===== src/rtl/hdmi_tmds_encoder.sv =====
// hdmi_tmds_encoder: per-channel TMDS symbol encoder for HDMI. Each cycle
// emits a control, video (8b/10b with DC balancing), guard-band or TERC4
// symbol on every channel, selected by the period type on mode_i.
module hdmi_tmds_encoder #(
    parameter int NUM_CH = 3,
    parameter int PIPE   = 1
) (
    input  logic                  clk,
    input  logic                  rstn_i,
    input  logic [2:0]            mode_i,
    input  logic [8*NUM_CH-1:0]   vd_i,
    input  logic [1:0]            cd_i,
    input  logic [3:0]            ctl_i,
    input  logic [4*NUM_CH-1:0]   aux_i,
    output logic [10*NUM_CH-1:0]  tmds_o,
    output logic                  mode_err_o
);

    localparam logic [2:0] MODE_CTRL   = 3'd0;
    localparam logic [2:0] MODE_VIDEO  = 3'd1;
    localparam logic [2:0] MODE_VGUARD = 3'd2;
    localparam logic [2:0] MODE_DATA   = 3'd3;
    localparam logic [2:0] MODE_DGUARD = 3'd4;

    function automatic logic [9:0] ctrl_code(input logic [1:0] b);
        case (b)
            2'b00:   ctrl_code = 10'b1101010100;
            2'b01:   ctrl_code = 10'b0010101011;
            2'b10:   ctrl_code = 10'b0101010100;
            default: ctrl_code = 10'b1010101011;
        endcase
    endfunction

    function automatic logic [9:0] terc4_code(input logic [3:0] n);
        case (n)
            4'h0:    terc4_code = 10'b1010011100;
            4'h1:    terc4_code = 10'b1001100011;
            4'h2:    terc4_code = 10'b1011100100;
            4'h3:    terc4_code = 10'b1011100010;
            4'h4:    terc4_code = 10'b0101110001;
            4'h5:    terc4_code = 10'b0100011110;
            4'h6:    terc4_code = 10'b0110001110;
            4'h7:    terc4_code = 10'b0100111100;
            4'h8:    terc4_code = 10'b1011001100;
            4'h9:    terc4_code = 10'b0100111001;
            4'hA:    terc4_code = 10'b0110011100;
            4'hB:    terc4_code = 10'b1011000110;
            4'hC:    terc4_code = 10'b1010001110;
            4'hD:    terc4_code = 10'b1001110001;
            4'hE:    terc4_code = 10'b0101100011;
            default: terc4_code = 10'b1011000011;
        endcase
    endfunction

    function automatic logic [3:0] ones8(input logic [7:0] d);
        logic [3:0] n;
        n = 4'd0;
        for (int i = 0; i < 8; i++) n = n + {3'b000, d[i]};
        return n;
    endfunction

    // Transition-minimising first stage; q_m[8] records XOR (1) vs XNOR (0).
    function automatic logic [8:0] min_trans(input logic [7:0] d);
        logic [3:0] n1;
        logic       use_xnor;
        logic [8:0] qm;
        n1       = ones8(d);
        use_xnor = (n1 > 4'd4) || ((n1 == 4'd4) && !d[0]);
        qm       = 9'd0;
        qm[0]    = d[0];
        for (int i = 1; i < 8; i++)
            qm[i] = use_xnor ? ~(qm[i-1] ^ d[i]) : (qm[i-1] ^ d[i]);
        qm[8]    = ~use_xnor;
        return qm;
    endfunction

    logic [2:0]          mode_p0;
    logic [8*NUM_CH-1:0] vd_p0;
    logic [1:0]          cd_p0;
    logic [3:0]          ctl_p0;
    logic [4*NUM_CH-1:0] aux_p0;
    logic                mode_illegal;

    // ---- stage p0: encoder inputs (registered when PIPE == 2) ----
    if (PIPE == 2) begin : g_in_reg
        // Input register; its reset contents decode as control 00.
        always_ff @(posedge clk or negedge rstn_i) begin
            if (!rstn_i) begin
                mode_p0 <= '0;
                vd_p0   <= '0;
                cd_p0   <= '0;
                ctl_p0  <= '0;
                aux_p0  <= '0;
            end else begin
                mode_p0 <= mode_i;
                vd_p0   <= vd_i;
                cd_p0   <= cd_i;
                ctl_p0  <= ctl_i;
                aux_p0  <= aux_i;
            end
        end
    end else begin : g_in_pass
        // Single-cycle latency: encode directly from the ports.
        always_comb begin
            mode_p0 = mode_i;
            vd_p0   = vd_i;
            cd_p0   = cd_i;
            ctl_p0  = ctl_i;
            aux_p0  = aux_i;
        end
    end

    assign mode_illegal = (mode_p0 > MODE_DGUARD);

    // Sticky error, set on the edge that registers an illegal-mode symbol.
    always_ff @(posedge clk or negedge rstn_i) begin
        if (!rstn_i)           mode_err_o <= 1'b0;
        else if (mode_illegal) mode_err_o <= 1'b1;
    end

    // ---- stage p1: per-channel symbol and disparity registers ----
    for (genvar c = 0; c < NUM_CH; c++) begin : g_ch
        logic [1:0]        ctl_bits;
        logic [8:0]        qm;
        logic signed [5:0] n1;
        logic signed [5:0] n0;
        logic              inv;
        logic [9:0]        sym_nx;
        logic signed [5:0] cnt_nx;
        logic [9:0]        sym_p1;
        logic signed [5:0] cnt_p1;

        if (c == 0) begin : g_b0
            assign ctl_bits = cd_p0;
        end else if (c == 1) begin : g_b1
            assign ctl_bits = ctl_p0[1:0];
        end else if (c == 2) begin : g_b2
            assign ctl_bits = ctl_p0[3:2];
        end else begin : g_bx
            assign ctl_bits = 2'b00;
        end

        // Symbol select; disparity falls back to zero outside video.
        always_comb begin
            qm     = min_trans(vd_p0[8*c +: 8]);
            n1     = $signed({2'b00, ones8(qm[7:0])});
            n0     = 6'sd8 - n1;
            inv    = 1'b0;
            cnt_nx = 6'sd0;
            sym_nx = ctrl_code(ctl_bits);
            case (mode_p0)
                MODE_VIDEO: begin
                    if ((cnt_p1 == 6'sd0) || (n1 == n0)) begin
                        inv    = ~qm[8];
                        cnt_nx = qm[8] ? (cnt_p1 + n1 - n0) : (cnt_p1 + n0 - n1);
                    end else if (((cnt_p1 > 6'sd0) && (n1 > n0)) ||
                                 ((cnt_p1 < 6'sd0) && (n0 > n1))) begin
                        inv    = 1'b1;
                        cnt_nx = cnt_p1 + (qm[8] ? 6'sd2 : 6'sd0) + n0 - n1;
                    end else begin
                        inv    = 1'b0;
                        cnt_nx = cnt_p1 + n1 - n0 - (qm[8] ? 6'sd0 : 6'sd2);
                    end
                    sym_nx = {inv, qm[8], qm[7:0] ^ {8{inv}}};
                end
                MODE_VGUARD: sym_nx = (c == 1) ? 10'b0100110011 : 10'b1011001100;
                MODE_DATA:   sym_nx = terc4_code(aux_p0[4*c +: 4]);
                MODE_DGUARD: sym_nx = (c == 0) ? terc4_code({2'b11, cd_p0}) : 10'b0100110011;
                MODE_CTRL:   sym_nx = ctrl_code(ctl_bits);
                default:     sym_nx = ctrl_code(ctl_bits);
            endcase
        end

        // Symbol and running disparity advance together.
        always_ff @(posedge clk or negedge rstn_i) begin
            if (!rstn_i) begin
                sym_p1 <= '0;
                cnt_p1 <= '0;
            end else begin
                sym_p1 <= sym_nx;
                cnt_p1 <= cnt_nx;
            end
        end

        assign tmds_o[10*c +: 10] = sym_p1;
    end

endmodule


===== config.mk =====
export PLATFORM = sky130hd
export DESIGN_NAME = hdmi_tmds_encoder
export DESIGN_NICKNAME = d
export VERILOG_FILES = /design/src/rtl/hdmi_tmds_encoder.sv
export SDC_FILE = /design/constraint.sdc
export NUM_CORES = 1
export LEC_CHECK = 0
export ABC_AREA = 0
export CAP_MARGIN = 20
export CORE_MARGIN = 5
export CORE_UTILIZATION = 45
export CTS_CLUSTER_SIZE = 20
export DETAILED_ROUTE_END_ITERATION = 10
export GPL_TIMING_DRIVEN = 0
export PLACE_DENSITY_LB_ADDON = 0.12
export SYNTH_ARGS = -nofsm -noshare
export SYNTH_HDL_FRONTEND = slang
export SYNTH_SLANG_ARGS = --single-unit

===== constraint.sdc =====
create_clock -name clk -period 3 [get_ports clk]
set_input_delay 0.6 -clock clk [delete_from_list [all_inputs] [get_ports clk]]
set_output_delay 0.6 -clock clk [all_outputs]
set_load 0.005 [all_outputs]

Yosys cells after proc, flatten, opt, wreduce, memory -nomap -nowiden
Memory sizes are Yosys's and may differ from the RTL's.
Cells that the tools add are included.
{"block": "op_classes", "n_addsub": 69, "magnitude_cmp": 16, "eq_ne": 16, "mux": 55, "n_bitwise": 48, "n_reduce_logical": 28}
{"op": "10-bit one-hot mux with 3 select lines", "count": 5}
{"op": "4-bit by 1-bit adder with 4-bit output", "count": 24}
{"op": "10-bit one-hot mux with 4 select lines", "count": 2}
{"op": "6-bit two-way mux", "count": 12}
{"op": "6-bit by 5-bit adder with 6-bit output", "count": 9}
{"op": "6-bit by 5-bit subtractor with 6-bit output", "count": 9}
{"op": "5-bit greater-than comparator", "count": 6}
{"op": "1-bit two-way mux", "count": 30}
{"op": "3-bit by 1-bit adder with 4-bit output", "count": 6}
{"op": "1-bit inverter", "count": 24}
{"op": "8-bit XOR", "count": 3}
{"op": "1-bit XOR", "count": 21}
{"op": "2-bit by 1-bit adder with 3-bit output", "count": 6}
{"op": "6-bit by 3-bit adder with 6-bit output", "count": 3}
{"op": "6-bit by 1-bit greater-than comparator with 1-bit output (second input constant)", "count": 3}
{"op": "6-bit zero test", "count": 3}
{"op": "6-bit by 1-bit less-than comparator with 1-bit output (second input constant)", "count": 3}
{"op": "6-bit by 3-bit subtractor with 6-bit output", "count": 3}
{"op": "5-bit == test", "count": 3}
{"op": "4-bit by 4-bit subtractor with 5-bit output (first input constant)", "count": 3}
{"op": "1-bit by 1-bit adder with 2-bit output", "count": 6}
{"op": "4-bit by 3-bit == test with 1-bit output (second input constant)", "count": 3}
{"op": "4-bit by 3-bit greater-than comparator with 1-bit output (second input constant)", "count": 3}
{"op": "2-bit two-way mux", "count": 6}
{"op": "11 further kinds", "count": 36}
{"block": "word_totals", "regBits": 49, "rom_bits": 480, "inputBits": 47, "output_inout_bits": 31, "wordCells": 242, "mem_count": 3}
{"memory": "(name not given)", "words": 16, "word_bits": 10, "read_ports": 1, "rd_ports_with_merged_regs": 0, "wr": 0, "line_no": "35", "text": "case (n)"}
{"memory": "(name not given)", "words": 16, "word_bits": 10, "read_ports": 1, "rd_ports_with_merged_regs": 0, "wr": 0, "line_no": "35"}
{"memory": "(name not given)", "words": 16, "word_bits": 10, "read_ports": 1, "rd_ports_with_merged_regs": 0, "wr": 0, "line_no": "35"}

Longest topological paths before layout
Gate-level depths: netlist (run 1).
{"block": "depth", "word_depth": 39, "ltp_mapped": 33, "mapped_depth_nobuf": 32}

Least setup slack after synthesis (run 1)
Ideal clock, no wire load.
{"block": "synth_path", "path_type": "input to register", "from": "in vd_i[16]", "to": "reg g_ch[2].cnt_p1[5]", "setup_time_ns": 0.130, "t_arrival_ns": 8.569, "slack_ns": -5.699, "path_stages": 32, "path_buffers": 1, "path_cell_list": "inv_1 -> fa_1 -> fa_1 -> fa_1 -> inv_1 -> ha_1 -> fa_1 -> or3b_2 -> a22oi_1 -> o21ai_1 -> buf_2 -> xnor2_1 -> fa_1 -> fa_1 -> inv_1 -> fa_1 -> ha_1 -> inv_1 -> fa_1 -> ha_1 -> nand2b_1 -> nand3_1 -> ha_1 -> inv_1 -> ha_1 -> ha_1 -> a21oi_1 -> xor2_1 -> xnor2_1 -> o21ai_0 -> a21oi_1 -> nor2_1"}
{"block": "synth_via", "elab_chain_len": 37, "elab_cells_between_ends": 62}
{"item": "start: declaration", "line_no": "11", "text": "input logic [8*NUM_CH-1:0] vd_i,"}
{"item": "parallel branches: the longest is 35 deep, another holds 3-bit by 1-bit adder with 4-bit output"}
{"item": "6-bit two-way mux *", "line_no": "153", "text": "if ((cnt_p1 == 6'sd0) || (n1 == n0)) begin"}
{"item": "6-bit two-way mux *", "line_no": "151", "text": "case (mode_p0)"}
{"item": "named net g_ch[2].cnt_nx[5]", "line_no": "129", "text": "logic signed [5:0] cnt_nx;"}
{"item": "end signal: assignment", "line_no": "181", "text": "cnt_p1 <= cnt_nx;"}
{"item": "end: declaration", "line_no": "131", "text": "logic signed [5:0] cnt_p1;"}
Mark *: on every way through the listed nets, which the timed path passes.
A chain may end at the register's enable or synchronous reset.

Worst setup path after layout (run 1)
{"block": "layout_path", "from": "in vd_i[19]", "to": "reg g_ch[2].cnt_p1[5]"}
{"block": "layout_via", "elab_chain_len": 35, "elab_cells_between_ends": 57}
{"item": "parallel branches: the longest is 33 deep, another holds 3-bit by 1-bit adder with 4-bit output"}
{"item": "6-bit two-way mux *", "line_no": "153"}
{"item": "6-bit two-way mux *", "line_no": "151"}
{"item": "named net g_ch[2].cnt_nx[5]", "line_no": "129"}
Marked as above.

==> qor.yml, run 1 <==
final_layout:
  fin_util_pct: 65.3
  instances_no_fill: 1380
  antenna_cells: 0
  drive_gt1_share_pct: 29.4
  synthToLayoutAreaGrowth_pct: 42.8
  design_area_sq_um: 11700
  fin_nets: 1353
  nFillCells: 1459
  multiInputGateArea_sq_um: 7870
  final-seq-area_sq_um: 1230
synth:
  synth_top_family_by_area: "adder cells"
  syn_inst: 983
  ys_top_cells_by_count: "ha_1 (127), inv_1 (99), a21oi_1 (81), nor2_1 (72), xnor2_1 (68)"
  yosys.area_share.simple_pct: 12.6
  synth_compound_area_share_pct: 20.9
  synth.most_common_cell: "ha_1"
  synth_top_cell_by_area: "ha_1"
  synthAdderAreaFrac_pct: 26.5
  synth-xor-area-share_pct: 16.2
  yosysTopAreaCellShare_pct: 19.3
  synthTopCellsByArea: "ha_1 (19%), dfrtp_1 (15%), xnor2_1 (7.2%)"
  synth_cell_types: 70
  ys_seq_area_share_pct: 14.9
  syn_area_sq_um: 8220
  async_flop_share_pct: 100
  synth_mux_area_share_pct: 2.34
  avgSynthCellArea_sq_um: 8.36
  synth-seq-cells: 49
  ys_warn_count: 0
  ys.flop_type: "dfrtp_1"
  syn_nets: 1186
  synth-edff-count: 0
floorplanning:
  die_w_microns: 145
  io-pin-count: 78
  dieArea_sq_um: 21100
  num_rows: 49
  core_sq_um: 18000
  initial_utilization_pct: 45.7
  die_height_microns: 145
outcome:
  status: "finished with violations"
  violations: "setup timing"
detailed_routing:
  num_vias: 7546
  wl_per_cell_microns: 17.1
  drtIter0Drc: 406
  first_pass_iters: 5
  ant_nets: 0
  drc_errors: 0
  viasPerCell: 5.47
  routed_wirelength_microns: 23500
timing:
  slew_headroom_pct: 42.1
  finalHoldViolations: 0
  tightest_slew_ns: 0.859
  clock.fmax_mhz: 123
  timing.final.crit_share_pct: 271
  post-route-min-period_ns: 8.13
  skew_ns: 0.00497
  grt_setup_unrepaired: "true"
  setup_ws_ns: -5.13
  setup_viol: 48
  tns_ns: -213.54
  slew_viol_final: 0
placed_design:
  placed_area_sq_um: 9890
  dp_cells: 1288
  globalplace.congestion: 0.896
  hpwl_microns: 17400
  io_buffers: 75
cts:
  numCtsBuffers: 5
  clock_latency_ns: 0.30
  cts_tree: "yes"
  clock-sinks: 49
  hold_buffers: 0
  h-tree-depth: 2
  cts-root-buf: "clkbuf_16"
  clock_path_buffers: 2
  cts.clk_slew.worst_paths_ns: 0.07
setup_path:
  start_kind: "primary input"
  slowest_stage: "fa_2"
  worstSetupEndpointType: "register"
  path_max_fanout: 5
  crit_type: "in -> reg"
  ff2ff_setup_slack_ns: 0.02
  worstPathArrival_ns: 8.30
  required_ns: 3.18
  critPathMostFrequentCell: "fa_1"
  critPathMaxStageDelay_ns: 0.63
grt:
  grt_pass1_vias: 7562
  grt_max_degree: 31
  grt_antenna_before_repair: 0
  grt_usage_pct: 21.6
  grt_overflow: 0
  grt_pass1_wl_microns: 38200
job:
  maxCapViolCount: 0
worst_hold_path:
  hold_class: "in -> async"
## state kept, by name, summed over array words and instances (netlist names)
name and cells:
g_ch.cnt_p1 18, g_ch.sym_p1 30, mode_err_o 1
## path summary, 6_finish.rpt
check | start | to | cells after the start
hold reg to reg | mode_err_o | mode_err_o | 1
hold / removal | rstn_i | g_ch[0].sym_p1[1] | 1
max in group asynchronous | rstn_i | g_ch[2].sym_p1[7] | 2
setup / recovery | vd_i[19] | g_ch[2].cnt_p1[5] | 32
setup reg to reg | g_ch[1].cnt_p1[0] | g_ch[1].cnt_p1[5] | 12
min in group clk | mode_err_o | mode_err_o | 1
## repair_timing
item / in CTS / in global routing
gates resized for setup: 163 / 113
setup endpoints to repair: 48 / 48
pin swaps: 98 / 104
setup buffers: 60 / 30
cloned: 2 / 0
## layout by cell type, fill, tap and decap left out, drive strengths merged, types with 49 or more instances in the layout
cell type | synthesis | final
a21oi | 81 | 81
buf | 10 | 107
clkdlybuf4s50 | 0 | 62
dfrtp | 49 | 49
ha | 127 | 127
inv | 99 | 98
nand2 | 63 | 63
nor2 | 72 | 72
o21ai | 68 | 68
xnor2 | 76 | 76
## metrics by stage
step / setup WS (ns) / hold slack [ns]
3_3_place_gp: -6.35 / 0.480
4_1_cts: -5.33 / 0.275
2_1_floorplan: -5.17 / 0.304
6_report: -5.13 / 0.267
3_5_place_dp: -6.39 / 0.481
5_1_grt: -5.41 / 0.304
## worst max-delay path, delay by kind of cell
kind                     cells  cell delay (ns)
AO/OA/AOI/OAI                5             0.71
XOR/XNOR                     4             0.61
adder cells (fa/ha/maj)     12             5.14
buffers and inverters        7             0.56
AND/OR/NAND/NOR              4             0.67
## per-layer routing
| metal | global-route usage, % | up-vias | wire (microns) |
|---|---|---|---|
| met4 | 4.71 | 0 | 381 |
| met5 | 0 | - | 0 |
| met3 | 3.46 | 25 | 950 |
| li1 | - | 3730 | - |
| met2 | 36.4 | 164 | 11700 |
| met1 | 29.2 | 3627 | 10600 |
## area by class of cell
type / instances / area share [%]
multi-input combinational: 798 / 67.0
timing repair buffer: 162 / 13.5
sequential: 49 / 10.4
inverter: 100 / 3.76
tap: 229 / 2.44
buffer: 34 / 1.72
clock buffer: 8 / 1.16
## logic make-up after synthesis
kind of cell / Yosys count
xor+xnor: 130
flops: 49
simple gates: 221
mux: 18
buf+inv: 136
fa+ha+maj: 157
compound gates: 272
Power of run 1 is left out: the tool's default activity adds up to more than one toggle a clock period on the data nets, which glitch-free logic cannot reach.
==> inputs of run 2 (changes only) <==
- SETUP_SLACK_MARGIN: not set -> 0.2
==> run 2 against run 1 <==
Effect of this change: the flow still finishes with violations (setup timing); non-clock buffer count did not move; sequential cell count did not move; sequential share of layout area rose by 0.082 points; die area did not move; worst hold slack got worse by 0.0014 ns; fmax rose by 0.15%; first-iteration DRC count fell by 14%; setup slack improved by 0.012 ns; clock skew rose by 0.0016 ns; utilization fell by 0.51 points; largest cell class unchanged.
==> qor.yml, run 2 (synthesis gave the netlist of run 1 again) <==
outcome:
  status: "finished with violations"
  violations: "setup timing"
detailed_routing:
  drc_errors: 0
  routed_wirelength_microns: 23500
  ant_nets: 0
  wl_per_cell_microns: 17.0
  viasPerCell: 5.45
  num_vias: 7516
  first_pass_iters: 5
  drtIter0Drc: 350
setup_path:
  critPathTopFamily: "adder cells"
  ff2ff_setup_slack_ns: 0.02
  crit_type: "in -> reg"
  critPathBufInv: 7
  critPathMaxStageDelay_ns: 0.62
  worstPathArrival_ns: 8.29
  start_kind: "primary input"
  path_max_fanout: 5
  regToRegStartpoint: "g_ch[1].cnt_p1[0]"
  rr_endpoint: "g_ch[1].cnt_p1[5]"
  critPathMostFrequentCell: "fa_1"
  cp-startpoint: "vd_i[19]"
  worstSetupEndpointType: "register"
  worst_r2r_path_depth: 12
  required_ns: 3.18
  slowest_stage: "fa_2"
grt:
  grt_pass1_vias: 7530
  grt_overflow: 0
  grt_antenna_before_repair: 0
  grt_usage_pct: 21.5
  grt_max_degree: 31
  grt_pass1_wl_microns: 38100
final_layout:
  fin_util_pct: 64.8
  largest_register_ffs: 30
  fin_nets: 1353
  drive_gt1_share_pct: 28.6
  top_regs: "g_ch.sym_p1: 30 flops, g_ch.cnt_p1: 18 flops, mode_err_o: 1 flops"
  synthToLayoutAreaGrowth_pct: 41.7
  regMostFlops: "g_ch.sym_p1"
  mostFrequentLayoutCells: "ha_1 (91), inv_1 (76), nor2_1 (62), clkdlybuf4s50_1 (62)"
  instances_no_fill: 1380
  final_common_cell: "ha_1"
  antenna_cells: 0
  nFillCells: 1480
timing:
  post-route-min-period_ns: 8.11
  timing.final.crit_share_pct: 270
  setup_viol: 48
  skew_ns: 0.00657
  tightest_slew_ns: 0.865
  tns_ns: -214.18
  clock.fmax_mhz: 123
  grt_setup_unrepaired: "true"
  finalHoldViolations: 0
  slew_headroom_pct: 41.7
  slew_viol_final: 0
  setup_ws_ns: -5.11
floorplanning:
  io-pin-count: 78
  num_rows: 49
  die_w_microns: 145
  initial_utilization_pct: 45.7
  dieArea_sq_um: 21100
  die_height_microns: 145
  core_sq_um: 18000
cts:
  numCtsBuffers: 5
  clock_path_buffers: 2
  clock-sinks: 49
  cts-root-buf: "clkbuf_16"
  cts_tree: "yes"
  hold_buffers: 0
  h-tree-depth: 2
  clock_latency_ns: 0.30
  cts.clk_slew.worst_paths_ns: 0.07
placed_design:
  io_buffers: 75
  globalplace.congestion: 0.896
  hpwl_microns: 17400
  dp_cells: 1288
worst_hold_path:
  hold_class: "in -> async"
job:
  maxCapViolCount: 0
## run 2: stage by stage
| step | area [sq um] | setup WS [ns] | hold slack (ns) |
|---|---|---|---|
| floorplan | 8840 | -5.17 | 0.304 |
| global route | 11600 | -5.36 | 0.298 |
| finish | 11600 | -5.11 | 0.265 |
| CTS | 11000 | -5.33 | 0.275 |
| detailed placement | 9890 | -6.39 | 0.481 |
| global placement | 9880 | -6.35 | 0.480 |
## run 2: how the worst max path moves through the flow
stage	endpoint	slack, ns	cells past startpoint
after floorplan	g_ch[0].cnt_p1[5]	-5.17	32
after global placement	g_ch[0].cnt_p1[5]	-6.35	33
after detailed placement	g_ch[0].cnt_p1[5]	-6.39	32
after CTS	g_ch[0].cnt_p1[5]	-5.33	34
after global routing	g_ch[2].cnt_p1[5]	-5.36	34
final	g_ch[2].cnt_p1[5]	-5.11	32
## run 2: worst reg2reg max path, delay by kind of cell (launching register included)
kind | cells | cell delay [ns]
multiplexers | 1 | 0.21
AND/OR/NAND/NOR | 1 | 0.17
adder cells (fa/ha/maj) | 5 | 1.44
XOR/XNOR | 1 | 0.15
buffers and inverters | 3 | 0.22
AO/OA/AOI/OAI | 1 | 0.29
flip-flops | 1 | 0.43
## run 2: layout make-up
type | count | area [sq um] | area share, %
inverters | 100 | 434 | 3.73
flip-flops and latches | 49 | 1230 | 10.5
plain buffers | 36 | 228 | 1.96
well taps | 229 | 287 | 2.46
repair buffers | 160 | 1550 | 13.3
multi-input cells | 798 | 7780 | 66.8
clock buffers | 8 | 136 | 1.17
## run 2: routing by layer
metal,vias to the layer above,global-route usage (%),share of wire (%)
li1,3735,-,-
met1,3594,29.2,45
met2,163,36.3,49
met3,24,3.43,4.4
met4,0,4.52,1.5
met5,-,0,0
## run 2: timing repair
item,CTS,global route
gates resized for setup,163,87
hold endpoints to repair,0,0
setup endpoints to repair,48,48
pin swaps,98,92
gates cloned,2,0
setup buffers,58,24
Power of run 2 is left out for the same reason.
